--- src/rtl/class_hasht_pio_bridge.sv ---
// class_hasht_pio_bridge: PIO front end to the hash-table arbiter with lane staging and ack timeout
module class_hasht_pio_bridge #(
  parameter int PIO_NBITS = 32,
  parameter int CLASSIFIER_PIO_MEM_ADDR_WIDTH = 17,
  parameter int DW = 128,
  parameter int TIMEOUT = 64,
  parameter logic [PIO_NBITS-1:0] TIMEOUT_DATA = 32'hDEAD_BEEF,
  parameter logic RD = 1'b1,
  parameter logic WR = 1'b0
) (
  input  logic                                     clk,
  input  logic                                     rst_n,
  input  logic                                     pio_req,
  input  logic                                     pio_rd_or_wr,
  input  logic [CLASSIFIER_PIO_MEM_ADDR_WIDTH-1:0] pio_addr,
  input  logic [PIO_NBITS-1:0]                     pio_wdata,
  output logic                                     pio_ack,
  output logic [PIO_NBITS-1:0]                     pio_rdata,
  output logic                                     busy,
  output logic                                     req,
  output logic                                     rd_or_wr,
  output logic [CLASSIFIER_PIO_MEM_ADDR_WIDTH-1:0] addr,
  output logic [DW-1:0]                            wdata,
  input  logic                                     ack,
  input  logic [PIO_NBITS-1:0]                     rdata,
  output logic                                     err_timeout,
  output logic                                     err_overrun,
  output logic                                     err_stray,
  input  logic                                     err_clr
);
  localparam int CW = $clog2(TIMEOUT + 2);
  typedef enum logic [1:0] {IDLE, ISSUE, WAIT, RESP} state_t;
  state_t                     r_state;
  logic [3*PIO_NBITS-1:0]     r_stage;
  logic [CW-1:0]              r_cnt;
  logic [1:0]                 w_lane;
  logic                       w_to;
  logic                       w_short_wr;
  assign w_lane     = pio_addr[3:2];
  assign w_short_wr = (pio_rd_or_wr == WR) && (w_lane != 2'd3);
  // r_cnt holds the number of WAIT cycles already elapsed; a zero TIMEOUT still allows one WAIT cycle
  assign w_to       = int'(r_cnt) + 1 >= TIMEOUT;
  always_ff @(posedge clk) begin
    if (!rst_n) begin
      r_state     <= IDLE;
      r_stage     <= '0;
      r_cnt       <= '0;
      pio_ack     <= 1'b0;
      pio_rdata   <= '0;
      busy        <= 1'b0;
      req         <= 1'b0;
      rd_or_wr    <= 1'b0;
      addr        <= '0;
      wdata       <= '0;
      err_timeout <= 1'b0;
      err_overrun <= 1'b0;
      err_stray   <= 1'b0;
    end else begin
      pio_ack     <= 1'b0;
      pio_rdata   <= '0;
      req         <= 1'b0;
      err_overrun <= (pio_req && r_state != IDLE) || (err_overrun && !err_clr);
      err_stray   <= (ack && r_state != WAIT) || (err_stray && !err_clr);
      err_timeout <= (r_state == WAIT && !ack && w_to) || (err_timeout && !err_clr);
      case (r_state)
        IDLE: if (pio_req) begin
          busy <= 1'b1;
          if (w_short_wr) begin
            r_stage[w_lane*PIO_NBITS +: PIO_NBITS] <= pio_wdata;
            pio_ack <= 1'b1;
            r_state <= RESP;
          end else begin
            addr     <= pio_addr;
            rd_or_wr <= pio_rd_or_wr;
            req      <= 1'b1;
            r_state  <= ISSUE;
            if (pio_rd_or_wr == WR) wdata <= {pio_wdata, r_stage};
          end
        end
        ISSUE: begin
          r_cnt   <= '0;
          r_state <= WAIT;
        end
        WAIT: begin
          r_cnt <= r_cnt + CW'(1);
          if (ack || w_to) begin
            pio_ack   <= 1'b1;
            pio_rdata <= ack ? ((rd_or_wr == RD) ? rdata : '0) : TIMEOUT_DATA;
            r_state   <= RESP;
          end
        end
        RESP: begin
          busy    <= 1'b0;
          r_state <= IDLE;
        end
      endcase
    end
  end
endmodule

--- config.mk ---
export PLATFORM = sky130hd
export DESIGN_NAME = class_hasht_pio_bridge
export DESIGN_NICKNAME = d
export VERILOG_FILES = /design/src/rtl/class_hasht_pio_bridge.sv
export SDC_FILE = /design/constraint.sdc
export NUM_CORES = 1
export LEC_CHECK = 0
export ABC_AREA = 1
export BUFFER_PORTS_ARGS = -buffer_cell sky130_fd_sc_hd__buf_4
export CAP_MARGIN = 20
export CELL_PAD_IN_SITES_DETAIL_PLACEMENT = 1
export CELL_PAD_IN_SITES_GLOBAL_PLACEMENT = 1
export CORE_MARGIN = 2
export CORE_UTILIZATION = 39
export DETAILED_ROUTE_END_ITERATION = 6
export GPL_TIMING_DRIVEN = 1
export PLACE_DENSITY = 0.83
export SLEW_MARGIN = 15
export SYNTH_ARGS = -nofsm -noshare
export SYNTH_HDL_FRONTEND = slang
export SYNTH_SLANG_ARGS = --single-unit
--- constraint.sdc ---
create_clock -name clk -period 2.18 [get_ports clk]
set_input_delay 0.436 -clock clk [delete_from_list [all_inputs] [get_ports clk]]
set_output_delay 0.436 -clock clk [all_outputs]
set_load 0.005 [all_outputs]
==> results.md <==
Outcome:
- The run finished with clean final reports.

Cells and area:
- The number of nets in the final layout is 1542.
- The area growth from synthesis to layout is 30.8%.
- The count of fill cells added during filler insertion is 3143.
- The fraction of final layout cells with drive strength greater than 1 is around 26%.
- The antenna diode instance count is 0.

Synth:
- The number of synthesized flops with an enable pin is 0.
- The largest area contributor in the netlist is sky130_fd_sc_hd__dfxtp_1.
- Yosys attributes the largest share of cell area to sky130_fd_sc_hd__dfxtp_1 (55%), sky130_fd_sc_hd__nor2_1 (8.5%), sky130_fd_sc_hd__o21ai_0 (6.5%).
- The count of unique library cells instantiated by Yosys is 29.
- In the synthesized netlist the dominant register cell turns out to be sky130_fd_sc_hd__dfxtp_1.
- Counting flops with an async set or reset pin after synthesis yields a share of 0%.
- The synthesized design contains 289 register bits.
- The net count after synthesis is roughly 1.3k.
- The cell area that synthesis handed to floorplanning was between 10000 and 15000 sq um.
- Dividing the synthesized area by the synthesized cell count gives 8.62 sq um.
- Ranked by instance count, the synthesized netlist is headed by sky130_fd_sc_hd__dfxtp_1 (289), sky130_fd_sc_hd__nor2_1 (237), sky130_fd_sc_hd__o21ai_0 (136).
- Of the synthesized area, sequential elements account for 55.2%.
- The share of the synthesized area in the top cell type is 55.2%.
- For this run, the number of Yosys warnings is 0.
- Synthesis produced a netlist whose cell count is 1217.
- sky130_fd_sc_hd__dfxtp_1 is the most common cell in the netlist.

Die:
- For this configuration, the core starts out at a cell density of 39.4%.
- 271 I/O pins were placed.
- The die height is 168 microns.
- The floorplan die width is 168 microns.
- The floorplan step defined a die boundary enclosing ~28000 sq um.
- In this run the standard cell core region covers approximately 27000 sq um.
- The floorplan has 60 rows.

Power:
- Cell internal power was estimated by the tool at 9.85 mW.
- The share of power burned in combinational logic is 18.8%.
- The clock network burns 36.7% of the power.
- The analysis attributes to cell leakage a power of between 5 and 6 nW.
- Of the total power, the share spent switching nets is 27.9%.
- The analysis attributes to net switching a power of 3.80 mW.
- Across the VDD grid, the largest voltage drop is between 0.4 and 0.5 mV.
- The relative contribution of sequential cells to total power is 44.5%.
- Dividing total power by cell area gives a power density of 995 nW/um^2.

Timing:
- Setup violations remaining at the end of the flow were counted as 0.
- The final worst hold slack is 0.110 ns.
- Setup total negative slack on the finished layout was measured at 0 ns.
- Headroom to the max-slew limit came out at 55.1%.
- The portion of the clock cycle consumed by the worst path in the final layout is 91.2%.
- The count of endpoints failing hold in the final timing report is 0.
- Static timing analysis puts the maximum clock frequency at 0.503 GHz.
- The final count of pins violating max slew came to 0.
- For the pin with the worst max-slew slack, the measured transition is 0.674 ns.
- Across the routed clock network, the largest skew measured is 0.0111 ns.
- Setup repair after global routing left no endpoint under its margin.
- The routed design could run at a clock period as short as 1.99 ns.

Detailed routing:
- Before antenna repair, the detailed router went through 6 iterations.
- The total via count in the routed design is 9560.
- The wire length per cell is 18.8 microns.
- The total routed wirelength is around 34 mm.
- The remaining antenna violation count after routing is 0.
- The met2 wire length is 16.0 mm.
- The highest metal layer with signal wires is met4.
- After the first detailed-routing iteration, the DRC count stood at 643.
- After detailed routing, the number of remaining DRC violations is 0.
- For this block, wires on met1 add up to around 15 mm.
- After detailed routing, the met3 layer carries around 1.5 mm of wire.
- Dividing the detail-routed via count by the number of cells gives 5.30.

Global routing:
- The wire length of the first global-routing pass is 52.9 mm.
- Across every metal layer, demand over resource in global routing totals 23.0%.
- The number of global-route vias before repair is 9614.
- The largest net degree at the start of global routing is 146.
- The number of antenna violations at the first check in global routing is 0.
- The global route total overflow is 0.

Clock network:
- The clock latency on the worst-skew pair is 0.55 ns.
- The hold buffer count at CTS is 0.
- CTS built an H-tree with a depth of 1.
- TritonCTS built the clock tree.
- The number of clock buffers inserted by TritonCTS is 30.
- Clock tree synthesis selected as its root buffer the cell sky130_fd_sc_hd__clkbuf_16.
- The longest clock path from root to sink contains 3 buffers.
- The clock drives 289 sinks.
- The clock-pin slew reported for the worst setup and hold paths after clock tree synthesis is 0.06 ns.

Placed design:
- The congestion estimate from routability-driven global placement came to slightly above 0.8.
- The HPWL after detailed placement is 22.4 mm.
- Buffers placed on the I/O ports in this run total 270.

Worst setup path:
- Following the worst setup path forward leads to its endpoint at r_stage[24]$_SDFFE_PN0P_.
- The arrival time of the worst setup path is 2.47 ns.
- STA classifies the critical path startpoint as a register.
- The critical path endpoint category is a register.
- Counting cells, the worst reg-to-reg path comes to 10.
- The launch instance of the worst register-to-register path is r_state[0]$_SDFFE_PN0P_.
- The setup slack on the worst flop-to-flop path is 0.19 ns.
- The biggest fanout along the worst timing path is 54.
- The endpoint of the most critical register-to-register path is r_stage[24]$_SDFFE_PN0P_.
- The category of the critical setup timing path is reg -> reg.
- The worst path required time is around 2.7 ns.
- Tracing the worst setup path back leads to its startpoint at r_state[0]$_SDFFE_PN0P_.

Job:
- The tool flagged a number of max-cap violations equal to 0.

Worst hold path:
- The worst min-delay path category is in -> reg.
## placed cells by master, fill, tap and decap left out, types with 12 or more instances in the layout
master / Yosys / final
sky130_fd_sc_hd__dfxtp_1: 289 / 289
sky130_fd_sc_hd__buf_4: 8 / 289
sky130_fd_sc_hd__nor2_1: 237 / 235
sky130_fd_sc_hd__o21ai_0: 136 / 136
sky130_fd_sc_hd__a21oi_1: 134 / 134
sky130_fd_sc_hd__inv_1: 87 / 86
sky130_fd_sc_hd__a211oi_1: 64 / 64
sky130_fd_sc_hd__a31oi_1: 62 / 62
sky130_fd_sc_hd__clkbuf_16: 0 / 31
sky130_fd_sc_hd__nand2_1: 25 / 25
sky130_fd_sc_hd__nor3b_1: 19 / 19
sky130_fd_sc_hd__o21ai_1: 13 / 13
sky130_fd_sc_hd__nor3b_2: 12 / 12
## metal layers
layer / up-vias / track usage, %
li1: 4576 / -
met5: - / 0
met4: 0 / 7.30
met2: 237 / 37.9
met3: 59 / 2.73
met1: 4688 / 31.5
## power groups by stage
stage | logic, mW | registers (mW) | clock network, mW
after global routing | 2.83 | 6.12 | 5.34
after CTS | 2.54 | 6.07 | 5.11
after floorplan | 1.23 | 6.16 | 0
final | 2.57 | 6.07 | 5.01
after global placement | 2.43 | 6.16 | 0
after detailed placement | 2.52 | 6.17 | 0
## stage by stage
stage                     total power, mW  worst slack, ns  utilization (%)  instances  area (sq um)
after global placement               8.59           0.0467             47.8       1752         12700
after detailed placement             8.69          -0.0322             47.8       1752         12700
after floorplan                      7.39            0.291                -       1217         10500
final                                13.7            0.192             51.5       1805         13700
after CTS                            13.7           0.0130             51.4       1802         13700
after global routing                 14.3           0.0489             51.5       1805         13700
## worst max-delay path, cell delays in order (launching register included)
cell and delay, ns:
sky130_fd_sc_hd__dfxtp_1 0.32, sky130_fd_sc_hd__inv_1 0.10, sky130_fd_sc_hd__ha_1 0.19, sky130_fd_sc_hd__buf_4 0.15, sky130_fd_sc_hd__nand2_2 0.09, sky130_fd_sc_hd__nor2_4 0.20, sky130_fd_sc_hd__nand2_4 0.15, sky130_fd_sc_hd__buf_12 0.22
sky130_fd_sc_hd__nor3b_1 0.31, sky130_fd_sc_hd__a21oi_1 0.08, sky130_fd_sc_hd__nor2_1 0.09
## sequential cells by signal, summed over array words and instances, names as in the netlist, 2 cells and up
signal,count
r_state,2
wdata,128
pio_rdata,32
r_stage,96
r_cnt,7
addr,17
## worst min path at each step
stage,depth (start not counted),end,from,slack (ns)
floorplan,2,wdata[32]$_SDFFE_PN0P_,r_stage[32]$_SDFFE_PN0P_,0.43
CTS,3,pio_rdata[24]$_SDFF_PN0_,rdata[24],0.09
finish,3,pio_rdata[24]$_SDFF_PN0_,rdata[24],0.11
global route,3,pio_rdata[24]$_SDFF_PN0_,rdata[24],0.11
detailed placement,2,r_cnt[5]$_SDFFE_PN0P_,r_cnt[5]$_SDFFE_PN0P_,0.45
global placement,2,wdata[86]$_SDFFE_PN0P_,r_stage[86]$_SDFFE_PN0P_,0.44
## cell type report
class / count / area (sq um) / share of cell area (%)
multi-input cells: 738 / 3870 / 28.2
inverters: 90 / 339 / 2.47
repair buffers: 297 / 2340 / 17.0
clock inverters: 9 / 72.6 / 0.529
flip-flops and latches: 289 / 5790 / 42.2
well taps: 341 / 427 / 3.11
clock buffers: 41 / 893 / 6.51
## kinds of logic after synthesis
group / after synthesis / share of synthesized area [%]
flip-flops: 289 / 55.2
AND/OR/NAND/NOR: 318 / 13.8
adder cells (fa/ha/maj): 9 / 1.07
buffers and inverters: 191 / 8.10
AO/OA/AOI/OAI: 410 / 21.8
## timing repair
action                     CTS  global route
setup endpoints to repair    1           112
cloned                       0             1
resized for setup            0             1
setup buffers                0             2
pin swaps                    1             1
Note: power is estimated with default switching activity, not from simulation.
